<file path="config.mk">
export PLATFORM = sky130hd
export DESIGN_NAME = led_frame_tx
export DESIGN_NICKNAME = d
export VERILOG_FILES = /design/src/rtl/led_frame_tx.sv
export SDC_FILE = /design/constraint.sdc
export NUM_CORES = 1
export LEC_CHECK = 0
export BUFFER_PORTS_ARGS = -buffer_cell sky130_fd_sc_hd__buf_2
export CORE_MARGIN = 4
export CORE_UTILIZATION = 29
export CTS_BUF_LIST = sky130_fd_sc_hd__clkbuf_16
export DETAILED_ROUTE_END_ITERATION = 16
export PLACE_DENSITY = 0.54
export SKIP_CTS_REPAIR_TIMING = 1
export SLEW_MARGIN = 20
export SYNTH_ARGS = -nofsm -noshare
export SYNTH_HDL_FRONTEND = slang
export SYNTH_SLANG_ARGS = --single-unit
</file>
<file path="constraint.sdc">
create_clock -name clk -period 3.49 [get_ports clk]
set_input_delay 0.349 -clock clk [delete_from_list [all_inputs] [get_ports clk]]
set_output_delay 0.349 -clock clk [all_outputs]
set_load 0.005 [all_outputs]
</file>
<file path="src/rtl/led_frame_tx.sv">
// Serializes a latched 16-zone RGB snapshot onto a WS2812-style single-wire chain
// (GRB, MSB first, 4-bit means replicated to 8 bits), then holds the line low for the latch gap.
module led_frame_tx #(
    parameter int T0H    = 20,
    parameter int T1H    = 40,
    parameter int TBIT   = 63,
    parameter int TRESET = 3000
) (
    input  logic       clk,
    input  logic       rst_n,
    input  logic       start_i,
    input  logic [3:0] MeanR [15:0],
    input  logic [3:0] MeanG [15:0],
    input  logic [3:0] MeanB [15:0],
    output logic       led_dout,
    output logic       busy,
    output logic       done
);
    localparam int PW = (TBIT > 1) ? $clog2(TBIT) : 1;
    localparam int GW = (TRESET > 0) ? $clog2(TRESET + 1) : 1;
    localparam logic [PW-1:0] PH_LAST = PW'(TBIT - 1);
    localparam logic [PW-1:0] TH0     = PW'(T0H);
    localparam logic [PW-1:0] TH1     = PW'(T1H);
    localparam logic [GW-1:0] GAP_END = GW'(TRESET);

    typedef enum logic [1:0] {IDLE, SEND, GAP} state_t;

    state_t           r_state, w_state_nxt;
    logic [PW-1:0]    r_phase;
    logic [4:0]       r_bit;
    logic [3:0]       r_zone;
    logic [GW-1:0]    r_gap;
    logic [15:0][3:0] r_mr, r_mg, r_mb;

    logic [23:0]      w_word;
    logic             w_bit;
    logic [PW-1:0]    w_thr;
    logic             w_last_phase, w_last_bit, w_last_zone, w_gap_end;
    logic             w_dout_nxt, w_busy_nxt, w_done_nxt;

    // Counters describe the bit slot that the output register captures on the next edge,
    // so the serial line lags them by exactly one cycle.
    assign w_word       = {r_mg[r_zone], r_mg[r_zone], r_mr[r_zone], r_mr[r_zone],
                           r_mb[r_zone], r_mb[r_zone]};
    assign w_bit        = w_word[5'd23 - r_bit];
    assign w_thr        = w_bit ? TH1 : TH0;
    assign w_last_phase = (r_phase == PH_LAST);
    assign w_last_bit   = (r_bit == 5'd23);
    assign w_last_zone  = (r_zone == 4'd15);
    assign w_gap_end    = (r_gap == GAP_END);

    always_ff @(posedge clk or negedge rst_n) begin
        if (!rst_n) begin
            r_state  <= IDLE;
            led_dout <= 1'b0;
            busy     <= 1'b0;
            done     <= 1'b0;
        end else begin
            r_state  <= w_state_nxt;
            led_dout <= w_dout_nxt;
            busy     <= w_busy_nxt;
            done     <= w_done_nxt;
        end
    end

    always_comb begin
        w_state_nxt = r_state;
        case (r_state)
            IDLE:    if (start_i) w_state_nxt = SEND;
            SEND:    if (w_last_phase && w_last_bit && w_last_zone) w_state_nxt = GAP;
            GAP:     if (w_gap_end) w_state_nxt = IDLE;
            default: w_state_nxt = IDLE;
        endcase
    end

    always_comb begin
        w_dout_nxt = (r_state == SEND) && (r_phase < w_thr);
        w_busy_nxt = (w_state_nxt != IDLE);
        w_done_nxt = (r_state == GAP) && w_gap_end;
    end

    always_ff @(posedge clk or negedge rst_n) begin
        if (!rst_n) begin
            r_phase <= '0;
            r_bit   <= '0;
            r_zone  <= '0;
            r_gap   <= '0;
            r_mr    <= '0;
            r_mg    <= '0;
            r_mb    <= '0;
        end else begin
            case (r_state)
                IDLE: if (start_i) begin
                    r_phase <= '0;
                    r_bit   <= '0;
                    r_zone  <= '0;
                    r_gap   <= '0;
                    for (int z = 0; z < 16; z++) begin
                        r_mr[z] <= MeanR[z];
                        r_mg[z] <= MeanG[z];
                        r_mb[z] <= MeanB[z];
                    end
                end
                SEND: begin
                    if (w_last_phase) begin
                        r_phase <= '0;
                        if (w_last_bit) begin
                            r_bit  <= '0;
                            r_zone <= r_zone + 4'd1;
                        end else begin
                            r_bit <= r_bit + 5'd1;
                        end
                    end else begin
                        r_phase <= r_phase + 1'b1;
                    end
                end
                GAP:     r_gap <= w_gap_end ? '0 : r_gap + 1'b1;
                default: ;
            endcase
        end
    end
endmodule
</file>
==> summary.txt <==
Route
  • Post-route ant nets: 0
  • # DRC: 0
  • WL met1: 14400 um
  • Highest Signal Layer: met4
  • DR iter-0 viols: 608
  • Met3 routed WL: 1650 um
  • Met2 wire len: 14300 um
  • Drt pass-1 iters: 5
  • Via count: 8458
  • Vias per cell: 4.64
  • Final wirelength: 30900 um
  • Wire per inst: 16.9 um

Global routing
  • GRT Util Overall: 15.2%
  • First-pass GRT wire length: 47900 um
  • Grt ovf: 0
  • Largest net degree at the start of global routing: 194
  • Initial antenna violation count: 0
  • Vias in the first global route: 8627

Timing
  • Relative slew slack: 33.9%
  • RSZ-0062 raised after global routing: false
  • Fmax: 305 MHz
  • Period minus WS final: 3270 ps
  • Max Clock Skew: 16.9 ps
  • Sum Neg Setup Slack: 0 ps
  • Endpoints failing setup: 0
  • Slew Viols, Final: 0
  • Period utilization: 93.8%
  • Final hold violations: 0
  • Worst Tran Pin Value: 991 ps

Min path
  • Hold Crit Depth: 3
  • Hold endpoint: r_mb[46]
  • Hold path startpoint: MeanB[46]
  • Hold/Removal Path Class: in -> reg

Synthesis
  • Yosys reg bits: 224
  • Synthesized area per cell: 9.21 um^2
  • Synthesized Nets: 1356
  • Post-synthesis sequential area ratio: 52.9%
  • Synth Instances: 1151
  • Largest area contributor in the netlist: dfrtp_1
  • Post-synth EDFFs: 0
  • Synth area leaders: dfrtp_1, nand2_1, mux4_2, mux4_1, mux2i_1
  • Fraction of registers with async set or reset after synthesis: 100%
  • Yosys warning total: 0
  • Post-synthesis instance area: 0.0106 mm^2
  • Distinct cells, synth: 52
  • Main synth FF type: dfrtp_1
  • Top-area cell type share of the netlist area: 52.9%

Power and ir drop
  • Pwr Density: 525 mW/mm^2
  • Net Sw Frac: 27.5%
  • Static Leak: 6.76 nW
  • Maximum VDD drop: 350 uV
  • Pwr Total: 6.85 mW
  • Switching pwr: 1.88 mW
  • Reg power frac: 45.5%
  • Logic pwr share: 14.4%
  • Pint: 4.97 mW
  • Clock power frac: 40.1%

Setup path
  • Critical register-to-register path startpoint: r_zone[0]
  • CP max-delay cell: dfrtp_4
  • Crit path largest cell delay: 660 ps
  • R2R setup slack: 220 ps
  • Critical Path, Cell by Cell: buf_4, mux4_1, mux2_2, nand3_1, o211ai_1, nand4_1, o211ai_2, inv_2, ha_1, or2_2, a31oi_1, a21o_1
  • Crit. End Element: flip-flop
  • WP data arrival: 3750 ps
  • Buf/Inv on CP: 2
  • CP Data Required Time: 3960 ps
  • R2r endpoint: led_dout
  • Worst path depth: 12
  • Critical Path Source Type: flip-flop
  • Cells on worst reg2reg path: 12
  • Worst setup path category: reg -> reg
  • CP top delay family: multiplexers
  • Max FO, Critical Path: 22

Final layout
  • Commonest non-fill, non-tap cells in the layout: nand2_1, dfrtp_1, buf_2
  • Ant. Diodes: 0
  • # nets final: 1547
  • Area grow syn2layout: 23.0%
  • Most common cell after layout, fill and taps aside: nand2_1
  • Share of cells above drive strength 1: 21.4%
  • Non-filler instance count after layout: 1823
  • Fill cell count: 3630

Floorplan
  • Initial core utilization: 29.6%
  • Core ar.: 0.0358 mm^2
  • Die area: 0.0397 mm^2
  • Die H: 199 um
  • Die width: 199 um
  • Num ports: 198
  • FP Rows: 69

CTS
  • Root Buffer: clkbuf_16
  • CTS clk-pin slew, worst paths: 60 ps
  • Sink Count: 224
  • Htree depth: 1
  • Clk_lat worst skew: 540 ps
  • CTS tree: built
  • CTS Buffer Depth: 3
  • Num CTS Buffers: 27

Placement
  • PortBufs: 197
  • Post-DP HPWL: 22000 um
  • Placed Cells: 1764
  • GP Congestion: 0.788

Flow run
  • Max-cap violations: 0

Status
  • Run status: finished clean
==> worst register-to-register path, stage by stage, from the launching register on <==
cell      delay [ps]
dfrtp_4          660
buf_4            340
mux4_1           580
mux2_2           270
nand3_1           80
o211ai_1         120
nand4_1          160
o211ai_2         130
inv_2             90
ha_1             220
or2_2            280
a31oi_1          180
a21o_1           100
==> layer usage <==
layer / vias up / track usage (%)
met5: - / 0
met4: 0 / 2.84
met3: 35 / 2.66
met2: 223 / 24.4
met1: 4017 / 22.0
li1: 4183 / -
==> synthesized netlist by cell type (5+ instances only) <==
library cell  instances
a21oi_1              10
and3_1                9
buf_1                 8
buf_2                 6
buf_4                 5
clkbuf_1             43
dfrtp_1             224
ha_1                 10
inv_1                 9
mux2i_1              28
mux4_1               15
mux4_2               21
nand2_1             600
nand2b_1              8
nand3_1              17
nor2_1               17
nor2b_1               7
nor3_1                9
o21ai_0              31
o221ai_1             10
o31ai_1               5
==> flip-flops by register name, indices dropped and copies added, names as in the netlist <==
register,flops
led_dout,1
done,1
r_gap,12
busy,1
r_state,2
r_zone,4
r_mr,64
r_bit,5
r_mg,64
r_mb,64
r_phase,6
==> power by group through the flow <==
stage | combinational (mW) | sequential, mW | clock, mW
floorplan | 0.643 | 3.04 | 0
global placement | 0.969 | 3.16 | 0
detailed placement | 0.992 | 3.16 | 0
CTS | 0.997 | 3.11 | 2.82
global route | 1.13 | 3.15 | 2.92
finish | 0.989 | 3.12 | 2.75
==> worst max-delay path by stage <==
stage,from,to,slack (ps)
after global routing,r_zone[0],led_dout,30
after global placement,r_zone[0],led_dout,260
final,r_zone[0],led_dout,220
after detailed placement,r_zone[0],led_dout,190
after CTS,r_zone[0],led_dout,180
after floorplan,r_zone[0],led_dout,730
==> through the flow <==
stage | setup slack (ps) | cell area, um^2 | hold slack, ps | util (%)
after detailed placement | 192 | 12100 | 457 | 33.7
after floorplan | 729 | 10600 | 53.4 | -
after global routing | 26.2 | 13000 | 0.294 | 36.4
final | 215 | 13000 | 1.53 | 36.4
after CTS | 182 | 12900 | -95.0 | 36.1
after global placement | 255 | 12100 | 455 | 33.7
==> cells by family (layout without fill, tap and decap cells) <==
family                     count (synthesis)  after routing  synth area share [%]
xor gates and xnor gates                   3              3                 0.248
AOI/OAI and AO/OA                         88             88                  5.54
buffers and inverters                     78            289                  3.60
adders and majority gates                 10             10                  1.18
muxes                                     67             67                  11.1
and+or+nand+nor                          681            681                  25.4
DFF                                      224            224                  52.9
==> area by class of cell <==
cell class                 count  area (um^2)  share of cell area (%)
tap                          461          577                    4.42
clock inverter                22          191                    1.47
inverter                      11         41.3                   0.317
sequential                   224         5610                    43.0
clock buffer                  27          676                    5.18
timing repair buffer         229         1320                    10.2
multi-input combinational    849         4620                    35.4
(Power assumes the default switching activity.)
